File: config.mk
export PLATFORM = sky130hd
export DESIGN_NAME = vga_text_writer
export DESIGN_NICKNAME = d
export VERILOG_FILES = /design/src/rtl/vga_text_writer.sv
export SDC_FILE = /design/constraint.sdc
export NUM_CORES = 1
export LEC_CHECK = 0
export ABC_AREA = 0
export CAP_MARGIN = 30
export CORE_MARGIN = 2
export CORE_UTILIZATION = 43
export CTS_BUF_LIST = sky130_fd_sc_hd__clkbuf_4 sky130_fd_sc_hd__clkbuf_8 sky130_fd_sc_hd__clkbuf_16
export CTS_CLUSTER_DIAMETER = 100
export DETAILED_ROUTE_END_ITERATION = 8
export PLACE_DENSITY_LB_ADDON = 0.15
export SLEW_MARGIN = 25
export SYNTH_ARGS = -nofsm -noshare
export SYNTH_HDL_FRONTEND = slang
export SYNTH_SLANG_ARGS = --single-unit
File: constraint.sdc
create_clock -name clk_i -period 3 [get_ports clk_i]
set_input_delay 0.3 -clock clk_i [delete_from_list [all_inputs] [get_ports clk_i]]
set_output_delay 0.3 -clock clk_i [all_outputs]
set_load 0.1 [all_outputs]
File: src/rtl/vga_text_writer.sv
// rtl/vga_text_writer.sv - byte stream to VGA text buffer writer with 80x30 cursor
// Optional screen clear on 0x0C is built when VGA_TEXT_WRITER_CLEAR_EN is defined.
module vga_text_writer #(
  parameter int C_AXI_DATA_WIDTH = 32,
  parameter int C_AXI_ADDR_WIDTH = 12,
  parameter int WR_HOLD          = 2
) (
  input  logic                          clk_i,
  input  logic                          rst_i,
  input  logic [7:0]                    rx_data_i,
  input  logic                          rx_valid_i,
  output logic                          rx_ready_o,
  output logic [C_AXI_DATA_WIDTH-1:0]   axil_wdata_o,
  output logic [C_AXI_DATA_WIDTH/8-1:0] axil_wstrb_o,
  output logic [C_AXI_ADDR_WIDTH-1:0]   axil_waddr_o,
  output logic                          axil_wready_o,
  output logic [6:0]                    cursor_col_o,
  output logic [4:0]                    cursor_row_o,
  output logic                          busy_o
);

  localparam int STRB_W = C_AXI_DATA_WIDTH / 8;
  localparam int HOLD_W = (WR_HOLD > 2) ? $clog2(WR_HOLD) : 1;
  localparam logic [HOLD_W-1:0] HOLD_LAST = HOLD_W'(WR_HOLD - 1);

  localparam logic [6:0] LAST_COL = 7'd79;
  localparam logic [4:0] LAST_ROW = 5'd29;

  localparam logic [7:0] CH_BS    = 8'h08;
  localparam logic [7:0] CH_LF    = 8'h0A;
  localparam logic [7:0] CH_CR    = 8'h0D;
  localparam logic [7:0] CH_SPACE = 8'h20;
  localparam logic [7:0] CH_TILDE = 8'h7E;

`ifdef VGA_TEXT_WRITER_CLEAR_EN
  localparam logic [7:0] CH_FF     = 8'h0C;
  localparam logic [9:0] LAST_WORD = 10'd599;
  typedef enum logic [1:0] {IDLE, WRITE, CLEAR} state_t;
`else
  typedef enum logic [1:0] {IDLE, WRITE} state_t;
`endif

  state_t            state;
  logic [HOLD_W-1:0] hold_cnt;
`ifdef VGA_TEXT_WRITER_CLEAR_EN
  logic [9:0]        word_cnt;
`endif

  logic       printable;
  logic [6:0] adv_col;
  logic [4:0] adv_row;
  logic [4:0] lf_row;
  logic [6:0] bs_col;
  logic [11:0] cur_pos;
  logic [11:0] bs_pos;

  // Linear character index for a cursor position: row*80 + col, at most 2399.
  function automatic logic [11:0] pos_of(input logic [6:0] col, input logic [4:0] row);
    return (12'(row) * 12'd80) + 12'(col);
  endfunction

  // Next cursor positions for each kind of byte, plus the write positions they use.
  always_comb begin
    printable = (rx_data_i >= CH_SPACE) && (rx_data_i <= CH_TILDE);
    lf_row    = (cursor_row_o == LAST_ROW) ? 5'd0 : cursor_row_o + 5'd1;
    adv_col   = cursor_col_o + 7'd1;
    adv_row   = cursor_row_o;
    if (cursor_col_o == LAST_COL) begin
      adv_col = 7'd0;
      adv_row = lf_row;
    end
    bs_col  = cursor_col_o - 7'd1;
    cur_pos = pos_of(cursor_col_o, cursor_row_o);
    bs_pos  = pos_of(bs_col, cursor_row_o);
  end

  // Byte acceptance only happens in IDLE; reset masks it combinationally.
  assign rx_ready_o = (state == IDLE) && !rst_i;
  assign busy_o     = (state != IDLE);

  // Control FSM: interprets accepted bytes, moves the cursor and drives buffer writes.
  always_ff @(posedge clk_i) begin
    if (rst_i) begin
      state         <= IDLE;
      hold_cnt      <= '0;
      axil_wready_o <= 1'b0;
      axil_wdata_o  <= '0;
      axil_wstrb_o  <= '0;
      axil_waddr_o  <= '0;
      cursor_col_o  <= '0;
      cursor_row_o  <= '0;
`ifdef VGA_TEXT_WRITER_CLEAR_EN
      word_cnt      <= '0;
`endif
    end else begin
      case (state)
        IDLE: begin
          if (rx_valid_i) begin
            if (printable) begin
              axil_waddr_o  <= C_AXI_ADDR_WIDTH'({cur_pos[11:2], 2'b00});
              axil_wstrb_o  <= STRB_W'(1) << cur_pos[1:0];
              axil_wdata_o  <= C_AXI_DATA_WIDTH'({4{rx_data_i}});
              axil_wready_o <= 1'b1;
              hold_cnt      <= '0;
              state         <= WRITE;
              cursor_col_o  <= adv_col;
              cursor_row_o  <= adv_row;
            end else if (rx_data_i == CH_BS) begin
              // Backspace erases the cell to the left; it never crosses a line start.
              if (cursor_col_o != 7'd0) begin
                axil_waddr_o  <= C_AXI_ADDR_WIDTH'({bs_pos[11:2], 2'b00});
                axil_wstrb_o  <= STRB_W'(1) << bs_pos[1:0];
                axil_wdata_o  <= C_AXI_DATA_WIDTH'({4{CH_SPACE}});
                axil_wready_o <= 1'b1;
                hold_cnt      <= '0;
                state         <= WRITE;
                cursor_col_o  <= bs_col;
              end
            end else if (rx_data_i == CH_CR) begin
              cursor_col_o <= 7'd0;
            end else if (rx_data_i == CH_LF) begin
              cursor_col_o <= 7'd0;
              cursor_row_o <= lf_row;
`ifdef VGA_TEXT_WRITER_CLEAR_EN
            end else if (rx_data_i == CH_FF) begin
              axil_waddr_o  <= '0;
              axil_wstrb_o  <= '1;
              axil_wdata_o  <= C_AXI_DATA_WIDTH'({4{CH_SPACE}});
              axil_wready_o <= 1'b1;
              hold_cnt      <= '0;
              word_cnt      <= '0;
              state         <= CLEAR;
`endif
            end
          end
        end

        WRITE: begin
          if (hold_cnt == HOLD_LAST) begin
            axil_wready_o <= 1'b0;
            state         <= IDLE;
          end else begin
            hold_cnt <= hold_cnt + 1'b1;
          end
        end

`ifdef VGA_TEXT_WRITER_CLEAR_EN
        CLEAR: begin
          // Words go out back to back; only the address changes between them.
          if (hold_cnt == HOLD_LAST) begin
            hold_cnt <= '0;
            if (word_cnt == LAST_WORD) begin
              axil_wready_o <= 1'b0;
              cursor_col_o  <= 7'd0;
              cursor_row_o  <= 5'd0;
              state         <= IDLE;
            end else begin
              word_cnt     <= word_cnt + 10'd1;
              axil_waddr_o <= axil_waddr_o + C_AXI_ADDR_WIDTH'(4);
            end
          end else begin
            hold_cnt <= hold_cnt + 1'b1;
          end
        end
`endif

        default: begin
          axil_wready_o <= 1'b0;
          state         <= IDLE;
        end
      endcase
    end
  end

endmodule

==> results of run 1 <==
==> worst max-delay path: cells and delay by family, from the launching register on <==
kind / cells / cell delay [ns]
AND/OR/NAND/NOR: 5 / 1.25
adder cells (fa/ha/maj): 1 / 0.44
flip-flops: 1 / 0.37
AO/OA/AOI/OAI: 2 / 0.31
XOR/XNOR: 2 / 0.25
buffers and inverters: 1 / 0.09
==> cells by family (layout without fill, tap and decap cells) <==
family | after synthesis | count (layout) | synth area share [%]
fa+ha+maj | 15 | 15 | 8.27
compound gates | 93 | 93 | 27.1
xor+xnor | 12 | 12 | 4.29
buf+inv | 54 | 112 | 13.2
other cells | 1 | 2 | 0.153
flops | 36 | 36 | 29.4
simple gates | 75 | 75 | 17.7
==> per-stage QoR <==
stage / worst slack, ns / util, % / TNS [ns] / hold slack (ns)
2_1_floorplan: 0.0513 / - / 0 / 0.426
3_3_place_gp: 0.0527 / 54.5 / 0 / 0.450
3_5_place_dp: -0.00226 / 54.5 / -0.00226 / 0.460
4_1_cts: 0.0901 / 56.5 / 0 / 0.479
5_1_grt: 0.0323 / 56.8 / 0 / 0.516
6_report: 0.215 / 56.8 / 0 / 0.477
==> routing by layer <==
metal / up-vias / routed length (µm)
met2: 93 / 2950
li1: 1146 / -
met4: 0 / 119
met1: 1105 / 2970
met5: - / 0
met3: 11 / 461
==> placed cells by master, fill, tap and decap left out, types with 4 or more instances in the layout <==
master	instances
nand3_1	13
ha_1	13
inv_1	11
nor3_1	11
buf_4	81
o21ai_0	12
a22o_1	5
dfxtp_1	33
nor2_1	13
a31oi_1	4
a21o_1	4
nand2_1	9
clkbuf_8	5
a21oi_1	27
a211oi_1	9
clkdlybuf4s50_1	12
xnor2_1	9
==> flip-flops by register name, indices dropped and copies added (netlist names) <==
register and count:
axil_waddr_o 10, cursor_row_o 5, cursor_col_o 7, hold_cnt 1
axil_wready_o 1, axil_wdata_o 8, axil_wstrb_o 4
==> area by class of cell <==
type | count | area (µm²) | share of cell area [%]
clock buffer | 5 | 68.8 | 2.20
inverter | 11 | 41.3 | 1.32
multi-input combinational | 197 | 1430 | 45.7
sequential | 36 | 727 | 23.3
timing repair buffer | 93 | 728 | 23.3
tap | 72 | 90.1 | 2.88
clock inverter | 3 | 41.3 | 1.32
==> power by group through the flow <==
stage	clock [mW]	sequential (mW)	combinational (mW)
CTS	0.455	0.511	0.478
global placement	0	0.521	0.477
finish	0.444	0.511	0.479
floorplan	0	0.646	0.256
global route	0.472	0.514	0.503
detailed placement	0	0.522	0.477
==> worst min path at each step <==
stage / from / to / slack, ns / cells after the start
final: hold_cnt$_SDFFE_PP0P_ / hold_cnt$_SDFFE_PP0P_ / 0.48 / 1
after global routing: axil_waddr_o[6]$_SDFFE_PP0P_ / axil_waddr_o[6]$_SDFFE_PP0P_ / 0.52 / 2
after CTS: hold_cnt$_SDFFE_PP0P_ / hold_cnt$_SDFFE_PP0P_ / 0.48 / 1
after detailed placement: hold_cnt$_SDFFE_PP0P_ / hold_cnt$_SDFFE_PP0P_ / 0.46 / 1
after global placement: hold_cnt$_SDFFE_PP0P_ / hold_cnt$_SDFFE_PP0P_ / 0.45 / 1
after floorplan: rx_data_i[0] / axil_wdata_o[24]$_SDFFE_PP0P_ / 0.43 / 1
==> Yosys cell counts (all sizes together) (2+ instances only) <==
| master | n |
|---|---|
| dfxtp | 36 |
| buf | 32 |
| a21oi | 27 |
| o21ai | 15 |
| ha | 13 |
| nand3 | 13 |
| nor2 | 13 |
| a211oi | 12 |
| nor3 | 12 |
| clkbuf | 11 |
| inv | 11 |
| nand2 | 9 |
| xnor2 | 9 |
| a22o | 5 |
| a21o | 4 |
| a31oi | 4 |
| nor3b | 4 |
| or4 | 4 |
| a22oi | 3 |
| a311oi | 3 |
| nor2b | 3 |
| o21a | 3 |
| or3 | 3 |
| xor2 | 3 |
| and3 | 2 |
| fa | 2 |
| nand2b | 2 |
| nand4b | 2 |
| nor4 | 2 |
| o221ai | 2 |
| o22ai | 2 |
| o31ai | 2 |
| o32ai | 2 |
| o41ai | 2 |
==> timing repair <==
action | in CTS | in global routing
endpoints found under the setup margin | 0 | 2
resized for setup | 0 | 4
setup buffers | 0 | 0
==> impl_metrics.ini, run 1 <==
[status]
outcome = completed

[route]
routedWlPerCell_um = 15.6
firstDrtPassIters = 4
ant_nets = 0
drt_iter0_markers = 123
vias = 2355
drc = 0
vias_per_cell = 5.65
wl_um = 6500

[cells_and_area]
layout.nets = 370
n_antenna_cell = 0
fill_cells = 529
drive_gt1_share_pct = 31.3
areaGrowthSynthToFinish_pct = 27.5
final-instance-count-excl-fill = 417
fin_area_mm2 = 0.00313

[clock_network]
cts_sinks = 36
cts-root-buf = clkbuf_8
h-tree-depth = 2
cts_tree = done
numCtsBuffers = 5
cts_hold_buffers = 0
clockBufferDepth = 2
clock_insertion_delay_worst_skew_ns = 0.30
path_clk_slew_ns = 0.08

[placement]
placed_cells = 409
portBuffers = 71
gp_congestion = 0.859
post_dp_cell_area_mm2 = 0.00300
dpl.hpwl_um = 4880

[synthesis]
post_synth.cell_area_avg_um2 = 8.57
netlist_area_mm2 = 0.00245
synth_edf_count = 0
synthFlopType = dfxtp_1
ys_types = 58
syn_inst = 286
synth.largest_area_cell = dfxtp_1
ys_seq_area_share_pct = 29.4
synthTopCellsByArea = dfxtp_1, buf_4, ha_1, a21oi_1, xnor2_1
ys.warnings.count = 0
async_reset_ff_share_pct = 0
ys_ff_latch = 36
synth_top_area_share_pct = 29.4

[timing]
setup_viol = 0
worstMarginPinSlew_ns = 0.970
finalHoldViolCount = 0
fmax_mhz = 359
finalCriticalPeriod_ns = 2.78
rsz0062_at_grt = false
finalCritPeriodShare_pct = 92.8
skew_ns = 0.00720
slew_violations = 0
max-slew-margin-rel_pct = 35.1

[worst_setup_path]
ff2ff_path_depth = 11
r2r_start = cursor_col_o[0]$_SDFFE_PP0P_
worstPathRequired_ns = 3.21
worst_setup_path_end_kind = register
endpoint = axil_waddr_o[10]$_SDFFE_PP0P_
r2r_slack_ns = 0.22
worst_path_largest_cell_delay_ns = 0.44
cpMostUsedCell = xnor2_1
cp_slowest_cell = fa_1
arrival_ns = 2.99
worstSetupPathType = reg2reg
startpoint = cursor_col_o[0]$_SDFFE_PP0P_
startpoint_type = register
crit_fanout = 7
path_cells = or3_1 > or3_4 > nor2_1 > xnor2_1 > inv_1 > fa_1 > nor2b_2 > o21ai_1 > nor3b_2 > xnor2_1 > a211oi_1
reg2reg_to = axil_waddr_o[10]$_SDFFE_PP0P_

[global_route]
grt_pass1_vias = 2159
antenna_found_initial = 0
grtUsageMet2_pct = 34.5
gr-usage-met3_pct = 3.73
use_met1_pct = 30.2
grt_use_total_pct = 21.9
overflow = 0
grt.busiest_layer = met2
grt_max_degree = 18
grt_pass1_wl_um = 11000

[power_and_ir_drop]
intPower_mw = 0.859
ir_worst_vdd_v = 0.000246
pwr-share-comb_pct = 33.4
p_total_mw = 1.43
p_per_area_mw_per_mm2 = 459
seq_power_share_pct = 35.6
swShare_pct = 40.1
power_leakage_nw = 1.32
switchingPower_mw = 0.575
p_clk_share_pct = 31.0

[floorplan]
core-area_mm2 = 0.00551
io_pins = 74
die_area_mm2 = 0.00632
fp-row-count = 27
start_util_pct = 44.5
die_h_um = 79.5
die_x_um = 79.5

[hold_path]
worst_hold_path_type = reg2reg

[run]
drv_cap = 0
No activity file was read; power rests on OpenSTA's default activity.
==> run 2, diff against run 1 <==
Settings changed: CTS_BUF_LIST sky130_fd_sc_hd__clkbuf_4 sky130_fd_sc_hd__clkbuf_8 sky130_fd_sc_hd__clkbuf_16 to unset.
==> results of run 2 <==
No change in the layout: final DEF, timing and power equal those of run 1.
==> run 3, diff against run 2 <==
Settings changed: CTS_CLUSTER_DIAMETER 100 to 60.
==> results of run 3 <==
No change in the layout: final DEF, timing and power equal those of run 1.
